### config.mk
export PLATFORM = sky130hd
export DESIGN_NAME = seg7_multi_display
export DESIGN_NICKNAME = d
export VERILOG_FILES = /design/src/rtl/seg7_pkg.sv /design/src/rtl/seg7_encode.sv /design/src/rtl/seg7_multi_display.sv
export SDC_FILE = /design/constraint.sdc
export NUM_CORES = 1
export LEC_CHECK = 0
export BUFFER_PORTS_ARGS = -buffer_cell sky130_fd_sc_hd__clkbuf_2
export CAP_MARGIN = 20
export CORE_ASPECT_RATIO = 1.75
export CORE_MARGIN = 4
export CORE_UTILIZATION = 39
export CTS_CLUSTER_SIZE = 28
export DETAILED_ROUTE_END_ITERATION = 7
export HOLD_SLACK_MARGIN = 0.06
export PLACE_DENSITY = 0.65
export SLEW_MARGIN = 20
export SYNTH_ARGS = -nofsm -noshare
export SYNTH_HDL_FRONTEND = slang
export SYNTH_HIERARCHICAL = 1
export SYNTH_SLANG_ARGS = --single-unit
### constraint.sdc
create_clock -name clk -period 2.5 [get_ports clk]
set_input_delay 0.5 -clock clk [delete_from_list [all_inputs] [get_ports clk]]
set_output_delay 0.5 -clock clk [all_outputs]
set_load 0.005 [all_outputs]
### src/rtl/seg7_pkg.sv
// Shared glyph constants and FSM state type for the multi-digit seven-segment display.
package seg7_pkg;

  localparam logic [6:0] SEG_0     = 7'b1111110;
  localparam logic [6:0] SEG_1     = 7'b0110000;
  localparam logic [6:0] SEG_2     = 7'b1101101;
  localparam logic [6:0] SEG_3     = 7'b1111001;
  localparam logic [6:0] SEG_4     = 7'b0110011;
  localparam logic [6:0] SEG_5     = 7'b1011011;
  localparam logic [6:0] SEG_6     = 7'b1011111;
  localparam logic [6:0] SEG_7     = 7'b1110000;
  localparam logic [6:0] SEG_8     = 7'b1111111;
  localparam logic [6:0] SEG_9     = 7'b1111011;
  localparam logic [6:0] SEG_A     = 7'b1110111;
  localparam logic [6:0] SEG_B     = 7'b0011111;
  localparam logic [6:0] SEG_C     = 7'b1001110;
  localparam logic [6:0] SEG_D     = 7'b0111101;
  localparam logic [6:0] SEG_E     = 7'b1001111;
  localparam logic [6:0] SEG_F     = 7'b1000111;
  localparam logic [6:0] SEG_DASH  = 7'b0000001;
  localparam logic [6:0] SEG_BLANK = 7'b0000000;

  typedef enum logic [1:0] {
    IDLE,
    CONV,
    UPDATE
  } state_t;

endpackage

### src/rtl/seg7_encode.sv
// Combinational nibble-to-glyph decoder (bit6=a ... bit0=g, active-high).
module seg7_encode
  import seg7_pkg::*;
(
  input  logic [3:0] nibble,
  output logic [6:0] glyph
);

  always_comb begin
    // NOTE: default first so every path assigns glyph and no latch is inferred.
    glyph = SEG_BLANK;
    case (nibble)
      4'h0: glyph = SEG_0;
      4'h1: glyph = SEG_1;
      4'h2: glyph = SEG_2;
      4'h3: glyph = SEG_3;
      4'h4: glyph = SEG_4;
      4'h5: glyph = SEG_5;
      4'h6: glyph = SEG_6;
      4'h7: glyph = SEG_7;
      4'h8: glyph = SEG_8;
      4'h9: glyph = SEG_9;
      4'hA: glyph = SEG_A;
      4'hB: glyph = SEG_B;
      4'hC: glyph = SEG_C;
      4'hD: glyph = SEG_D;
      4'hE: glyph = SEG_E;
      4'hF: glyph = SEG_F;
      default: glyph = SEG_BLANK;
    endcase
  end

endmodule

### src/rtl/seg7_multi_display.sv
// DATA_W-bit value to DIGITS seven-segment digits, decimal (double dabble) or hex.
// Define SEG7_LEADING_ZERO_BLANK_EN to blank zero digits above the most significant non-zero digit.
module seg7_multi_display
  import seg7_pkg::*;
#(
  parameter int DATA_W = 8,
  parameter int DIGITS = 3
) (
  input  logic                  clk,
  input  logic                  Reset,
  input  logic [DATA_W-1:0]     value,
  input  logic                  hex_mode,
  input  logic                  load,
  output logic                  ready,
  output logic                  busy,
  output logic                  done,
  output logic                  overflow,
  output logic [7*DIGITS-1:0]   seg
);

  localparam int BCD_W = 4 * DIGITS;
  localparam int CNT_W = $clog2(DATA_W) + 1;

  state_t             state;
  logic [DATA_W-1:0]  shift_q;
  logic [BCD_W-1:0]   bcd_q;
  logic [BCD_W-1:0]   bcd_adj;
  logic [BCD_W-1:0]   bcd_shifted;
  logic               carry_out;
  logic               ovf_flag;
  logic               hex_q;
  logic [CNT_W-1:0]   cnt;
  logic [63:0]        value_ext;
  logic               hex_ovf;
  logic [BCD_W-1:0]   nib;
  logic               ovf_next;
  logic [6:0]         glyph [DIGITS];
  logic [7*DIGITS-1:0] seg_next;

  // One double-dabble step: add 3 to every digit >= 5, then shift in the next value bit.
  always_comb begin
    bcd_adj = bcd_q;
    for (int d = 0; d < DIGITS; d++) begin
      if (bcd_q[4*d +: 4] >= 4'd5) bcd_adj[4*d +: 4] = bcd_q[4*d +: 4] + 4'd3;
    end
    bcd_shifted = {bcd_adj[BCD_W-2:0], shift_q[DATA_W-1]};
    carry_out   = bcd_adj[BCD_W-1];
  end

  // In hex mode shift_q still holds the latched value, untouched by CONV.
  assign value_ext = 64'(shift_q);
  assign hex_ovf   = |(value_ext >> BCD_W);
  assign nib       = hex_q ? value_ext[BCD_W-1:0] : bcd_q;
  assign ovf_next  = hex_q ? hex_ovf : ovf_flag;

  for (genvar g = 0; g < DIGITS; g++) begin : g_enc
    seg7_encode u_enc (
      .nibble (nib[4*g +: 4]),
      .glyph  (glyph[g])
    );
  end

`ifdef SEG7_LEADING_ZERO_BLANK_EN
  logic seen_nz;

  always_comb begin
    seg_next = '0;
    seen_nz  = 1'b0;
    for (int i = DIGITS - 1; i >= 0; i--) begin
      if (ovf_next)                                          seg_next[7*i +: 7] = SEG_DASH;
      else if (i != 0 && !seen_nz && nib[4*i +: 4] == 4'd0)  seg_next[7*i +: 7] = SEG_BLANK;
      else                                                   seg_next[7*i +: 7] = glyph[i];
      seen_nz = seen_nz | (nib[4*i +: 4] != 4'd0);
    end
  end
`else
  always_comb begin
    seg_next = '0;
    for (int i = 0; i < DIGITS; i++) begin
      seg_next[7*i +: 7] = ovf_next ? SEG_DASH : glyph[i];
    end
  end
`endif

  assign ready = ~busy;

  always_ff @(posedge clk) begin
    // NOTE: sequential state uses non-blocking assignments so every register samples pre-edge values.
    if (Reset) begin
      state    <= IDLE;
      busy     <= 1'b0;
      done     <= 1'b0;
      overflow <= 1'b0;
      seg      <= '0;
      shift_q  <= '0;
      bcd_q    <= '0;
      cnt      <= '0;
      ovf_flag <= 1'b0;
      hex_q    <= 1'b0;
    end else begin
      done <= 1'b0;
      case (state)
        IDLE: begin
          if (load) begin
            shift_q  <= value;
            hex_q    <= hex_mode;
            bcd_q    <= '0;
            cnt      <= '0;
            ovf_flag <= 1'b0;
            busy     <= 1'b1;
            state    <= hex_mode ? UPDATE : CONV;
          end
        end
        CONV: begin
          bcd_q    <= bcd_shifted;
          shift_q  <= shift_q << 1;
          ovf_flag <= ovf_flag | carry_out;
          if (cnt == CNT_W'(DATA_W - 1)) state <= UPDATE;
          else                           cnt   <= cnt + CNT_W'(1);
        end
        UPDATE: begin
          seg      <= seg_next;
          overflow <= ovf_next;
          done     <= 1'b1;
          busy     <= 1'b0;
          state    <= IDLE;
        end
        default: state <= IDLE;
      endcase
    end
  end

endmodule

==> results of run 1 <==
==> report_power, final <==
group | switching, mW | total [mW] | internal, mW
combinational | 0.122 | 0.212 | 0.0901
clock | 0.313 | 0.713 | 0.400
sequential | 0.0349 | 0.899 | 0.864
total | 0.470 | 1.82 | 1.35
==> kinds of logic (layout without fill, tap and decap cells) <==
family | after synthesis | in the layout | synth area share (%)
xor+xnor | 2 | 2 | 0.532
buf+inv | 60 | 88 | 8.25
simple gates | 142 | 142 | 21.6
compound gates | 98 | 98 | 19.6
flops | 52 | 52 | 31.6
mux | 19 | 19 | 7.72
fa+ha+maj | 28 | 28 | 10.6
==> cell usage in the layout (no fill, tap or decap), types with 13 or more instances in the layout <==
master and count:
a21oi_1 38, clkbuf_2 36, o21ai_0 16, buf_4 13, dfxtp_1 52, nand3_1 31, inv_1 31, nor2_1 15
ha_1 28, nand2_1 48
==> final cells by class <==
class / count / area share, %
Multi-Input combinational cell: 289 / 53.8
Tap cell: 92 / 3.13
Inverter: 31 / 3.16
Sequential cell: 52 / 28.3
Clock inverter: 1 / 0.204
Timing Repair Buffer: 49 / 7.55
Clock buffer: 7 / 3.88
==> per-stage QoR <==
step,worst slack (ns),instance area (um^2),util (%)
final,0.242,3680,44.5
after CTS,0.261,3680,44.5
after global routing,0.0369,3680,44.5
after floorplan,0.442,3290,-
after global placement,0.346,3520,42.6
after detailed placement,0.260,3530,42.7
==> registers in the layout (all words and copies together) (netlist names) <==
register	flops
cnt	4
state	2
hex_q	1
shift_q	8
ovf_flag	1
done	1
seg	21
busy	1
bcd_q	12
overflow	1
==> Yosys cell counts, types with 2 or more instances <==
library cell / count / area [um^2]
dfxtp_1: 52 / 1040
nand2_1: 48 / 180
a21oi_1: 38 / 190
inv_1: 31 / 116
nand3_1: 31 / 155
ha_1: 28 / 350
o21ai_0: 17 / 85.1
nor2_1: 15 / 56.3
buf_2: 13 / 65.1
nand2b_1: 11 / 68.8
clkbuf_1: 10 / 37.5
mux2_2: 8 / 90.1
nor2b_1: 8 / 50.1
nor3_1: 8 / 40.0
a311oi_1: 7 / 61.3
mux2i_1: 7 / 70.1
o2111ai_1: 6 / 52.6
o211ai_1: 6 / 45.0
nand3b_1: 4 / 30.0
buf_6: 3 / 33.8
mux4_1: 3 / 78.8
nor4b_1: 3 / 26.3
o21a_1: 3 / 22.5
o221a_2: 3 / 33.8
o32a_1: 3 / 30.0
or2b_1: 3 / 22.5
or4_1: 3 / 22.5
a31o_1: 2 / 17.5
buf_4: 2 / 15.0
nor3b_1: 2 / 15.0
o31a_2: 2 / 20.0
o41ai_1: 2 / 17.5
xnor2_1: 2 / 17.5
==> tightest hold or removal path, delay by kind of cell (launching register included) <==
kind / cells / cell delay [ns]
flip-flops: 1 / 0.31
AND/OR/NAND/NOR: 1 / 0.05
AO/OA/AOI/OAI: 1 / 0.05
==> path summary, 6_finish.rpt <==
| path | end | slack [ns] |
|---|---|---|
| min reg2reg | seg[17] | 0.45 |
| max | seg[10] | 0.24 |
| min | seg[17] | 0.45 |
| max reg2reg | seg[10] | 0.24 |
==> layer usage <==
| metal | share of wire (%) | track usage, % |
|---|---|---|
| met1 | 40 | 15.8 |
| met2 | 55 | 30.8 |
| met4 | 2.8 | 6.92 |
| met5 | 0 | 0 |
| met3 | 2.1 | 2.09 |
==> flow_summary.yaml, run 1 <==
power_and_ir_drop:
  totalPowerFinal_mw: 1.82
  leakage_nw: 1.34
  irDropWorstVdd_uv: 358
  pwr_density_cell_nw_per_um2: 496
synthesis:
  netlist_instances: 401
  seq_area_frac_synth_pct: 31.6
  synth_cell_types: 50
  ys_seq_elements: 52
  synth_area_um2: 3290
  ys_warn_count: 6
  synth-async-reset-ratio_pct: 0
  syn-num-nets: 441
  syn_area_per_cell_um2: 8.21
  ys.flop_type: "dfxtp_1"
  synth_edf_count: 0
timing:
  slew_headroom_pct: 47.7
  finalHoldViolations: 0
  fin_worst_skew_ns: 0.00399
  drv_slew: 0
  post-route-min-period_ns: 2.26
  final.setup.tns_ns: 0
  tightestPinTransition_ns: 0.779
  setup-violations-final: 0
  rsz0062_at_grt: "false"
  whs_ns: 0.449
  fin_crit_sh_pct: 90.3
  fmax_mhz: 443
cts:
  ctsHoldBuffers: 0
  post_cts_buffers: 0
  post_cts_resized: 0
  clk_pin_slew_ns: 0.07
  worstSkewPairLatency_ns: 0.29
  cts_num_sinks: 52
  clk_path_buf_depth: 2
  cts_tree: "built"
  ctsHtreeMaxLevel: 2
  cts_buffers: 5
  cts_root_buf: "clkbuf_16"
worst_setup_path:
  cp.depth: 7
  rr_worst_depth: 7
  crit_buf_inv: 2
  worstSetupStartpointType: "register"
  slowest_stage: "mux4_1"
  slowest_delay_ns: 0.48
  crit_type: "register to register"
  end_kind: "register"
  crit_top_cell: "inv_1"
  cp.required_ns: 2.66
  startpoint: "bcd_q[4]"
  cp_cell_sequence: "inv_1 > o21ai_0 > inv_1 > ha_1 > mux4_1 > nand3_1 > a21oi_1"
  r2r-start: "bcd_q[4]"
  path_delay_family: "compound AO/OA/AOI/OAI gates"
  cp_max_fo: 5
  worstPathArrival_ns: 2.42
layout:
  final_nets: 468
  antennaDiodeCount: 0
  synthToLayoutAreaGrowth_pct: 11.8
  fillers: 840
  regArea_um2: 1040
  finalNonFillerCells: 521
  drive_gt1_share_pct: 17.0
  multi_input_area_um2: 1980
floorplan:
  core_area_um2: 8260
  die_w_um: 77.4
  io_pins: 37
  die_area_um2: 10000
  initial_core_util_pct: 39.8
  die_h_um: 130
  num_rows: 44
global_routing:
  antenna_found_initial: 0
  grt_max_degree: 26
  grt_pass1_vias: 2724
  grt_pass1_wl_um: 12600
  grt_usage_pct: 15.5
  grt-ovfl-total: 0
route:
  dr.pass1.iters: 4
  vias: 2879
  drtIter0Drc: 128
  post-route-drc-count: 0
  drt_wl_total_um: 7720
  vias_per_cell: 5.53
  ant_nets: 0
  routedWlPerCell_um: 14.8
placed_design:
  dp.cells: 513
  place_hpwl_um: 5830
  port-buffer-count: 36
  gp_congestion: 0.900
min_path:
  min_path_type: "register to register"
  hold_depth: 2
  min_from: "seg[17]"
outcome:
  outcome: "completed"
job:
  drv_cap: 0
No activity file was read; power rests on OpenSTA's default activity.
==> inputs of run 2 (changes only) <==
CORE_ASPECT_RATIO = not set   (was 1.75)
SYNTH_HIERARCHICAL = not set   (was 1)
==> flow_summary.yaml, run 2 <==
power_and_ir_drop:
  p_seq_share_pct: 54.8
  pwr_density_cell_nw_per_um2: 487
  totalPowerFinal_mw: 1.69
  pwr-share-clk_pct: 29.5
  switching_power_mw: 0.477
  leakage_nw: 1.38
  internal_power_mw: 1.22
  p_comb_share_pct: 15.7
  irDropWorstVdd_uv: 225
  p_sw_share_pct: 28.2
worst_setup_path:
  end_kind: "register"
  worstPathArrival_ns: 2.32
  cp_max_fo: 16
  r2r-start: "hex_q"
  crit_type: "register to register"
  rr_endpoint: "seg[1]"
  rr_worst_depth: 5
  endpoint: "seg[1]"
  worstSetupStartpointType: "register"
  cp.required_ns: 2.71
  ff2ff_setup_slack_ns: 0.39
  startpoint: "hex_q"
global_routing:
  grt_pass1_vias: 2536
  grt_pass1_wl_um: 12300
  antenna_found_initial: 0
  grt_max_degree: 26
  grt-ovfl-total: 0
  grt_usage_pct: 15.2
job:
  drv_cap: 0
min_path:
  hold_depth: 3
  min_path_type: "input pin to register"
synthesis:
  synth_top_area_cell: "dfxtp_1"
  ys.flop_type: "dfxtp_1"
  ys_seq_elements: 52
  syn-num-nets: 408
  seq_area_frac_synth_pct: 33.2
  synth_common_cells: "dfxtp_1 (52), nand2_1 (40), a21oi_1 (28), nor2_1 (25), ha_1 (22)"
  ys_warn_count: 0
  netlist_instances: 374
  synth_cell_types: 53
  synth_area_um2: 3130
  yosysMostFrequentCell: "dfxtp_1"
  syn_area_per_cell_um2: 8.38
  ys_top_cells_by_area: "dfxtp_1 (33%), ha_1 (8.8%), mux2i_1 (5.4%), nand2_1 (4.8%), a21oi_1 (4.5%)"
  synth-async-reset-ratio_pct: 0
  synth_top_area_share_pct: 33.2
  synth_edf_count: 0
floorplan:
  die_h_um: 97.6
  core_area_um2: 7770
  die_w_um: 97.6
  io_pins: 37
  num_rows: 32
  initial_core_util_pct: 40.3
  die_area_um2: 9530
timing:
  drv_slew: 0
  final.setup.tns_ns: 0
  tightestPinTransition_ns: 0.720
  fmax_mhz: 474
  rsz0062_at_grt: "false"
  post-route-min-period_ns: 2.11
  fin_crit_sh_pct: 84.4
  fin_worst_skew_ns: 0.00757
  setup-violations-final: 0
  finalHoldViolations: 0
  slew_headroom_pct: 50.6
placed_design:
  dp.cells: 494
  port-buffer-count: 36
  place_hpwl_um: 5230
  gp_congestion: 0.904
cts:
  cts_root_buf: "clkbuf_8"
  clk_path_buf_depth: 2
  worstSkewPairLatency_ns: 0.30
  cts_num_sinks: 52
  ctsHtreeMaxLevel: 2
  cts_tree: "built"
  post_cts_buffers: 0
  ctsHoldBuffers: 0
  clk_pin_slew_ns: 0.10
  cts_buffers: 5
  post_cts_resized: 0
layout:
  final_nets: 433
  largest_reg_flops: 21
  finalNonFillerCells: 502
  layout_commonest_cell: "dfxtp_1"
  reg_top3: "seg: 21 flops, bcd_q: 12 flops, shift_q: 8 flops"
  largest_register: "seg"
  layout_common_cells: "dfxtp_1 (52), nand2_1 (40), clkbuf_2 (36), a21oi_1 (28), nor2_1 (25)"
  drive_gt1_share_pct: 16.3
  synthToLayoutAreaGrowth_pct: 11.0
  antennaDiodeCount: 0
outcome:
  outcome: "completed"
route:
  top_layer: "met4"
  vias_per_cell: 5.36
  dr.pass1.iters: 4
  drt_wl_total_um: 7120
  m1WireLength_um: 3480
  ant_nets: 0
  drtIter0Drc: 96
  post-route-drc-count: 0
  routed-wl-met3_um: 299
  vias: 2689
  wl_met2_um: 3220
  routedWlPerCell_um: 14.2
[run 2: changes by cell type in the layout (fill, tap and decap cells not counted), moves of 8 or more]
cell	before	now
nand2_1	48	40
mux2i_1	7	17
nor2_1	15	25
a21oi_1	38	28
a22o_1	0	8
inv_1	31	20
nand3_1	31	15
[run 2: worst max-delay path, stage by stage, from the launching register on]
cell and delay, ns:
dfxtp_1 0.66, buf_4 0.31, nand2b_1 0.19, and2_1 0.43, a21oi_1 0.10, a2111oi_2 0.34
[run 2: worst min-delay path by stage]
stage	startpoint	endpoint	slack [ns]
after CTS	value[0]	shift_q[0]	0.40
after global routing	value[0]	shift_q[0]	0.41
final	value[0]	shift_q[0]	0.41
after floorplan	seg[11]	seg[11]	0.43
after detailed placement	seg[11]	seg[11]	0.43
after global placement	seg[11]	seg[11]	0.42
[run 2: area by class of cell]
type / count / area [um^2]
fillers: 786 / 4290
multi-input cells: 273 / 1880
flip-flops and latches: 52 / 1040
repair buffers: 47 / 263
well taps: 102 / 128
clock buffers: 6 / 82.6
inverters: 20 / 75.1
clock inverters: 2 / 10.0
[run 2: power groups by stage]
stage	Clock [mW]	Combinational [mW]	Sequential, mW
final	0.499	0.267	0.928
after global routing	0.549	0.301	0.937
after CTS	0.520	0.271	0.928
after detailed placement	0	0.270	0.947
after global placement	0	0.267	0.946
after floorplan	0	0.187	0.934
[run 2: routing by layer]
metal | up-vias | track usage [%]
li1 | 1382 | -
met1 | 1252 | 21.0
met2 | 44 | 23.6
met3 | 11 | 3.23
met4 | 0 | 4.58
met5 | - | 0
[run 2: metrics by stage]
step	setup slack, ns	utilization, %	hold WS [ns]	cell area [um^2]
floorplan	0.430	-	0.435	3130
global placement	0.475	43.6	0.424	3390
detailed placement	0.379	43.6	0.430	3390
CTS	0.362	44.8	0.403	3480
global route	0.212	44.8	0.407	3480
finish	0.391	44.8	0.409	3480
[run 2: logic make-up after synthesis]
kind of cell	count (synthesis)	share of synthesized area, %
flops	52	33.2
fa+ha+maj	22	8.79
simple gates	122	19.2
buf+inv	49	6.79
xor+xnor	12	3.35
compound gates	94	20.1
mux	23	8.51
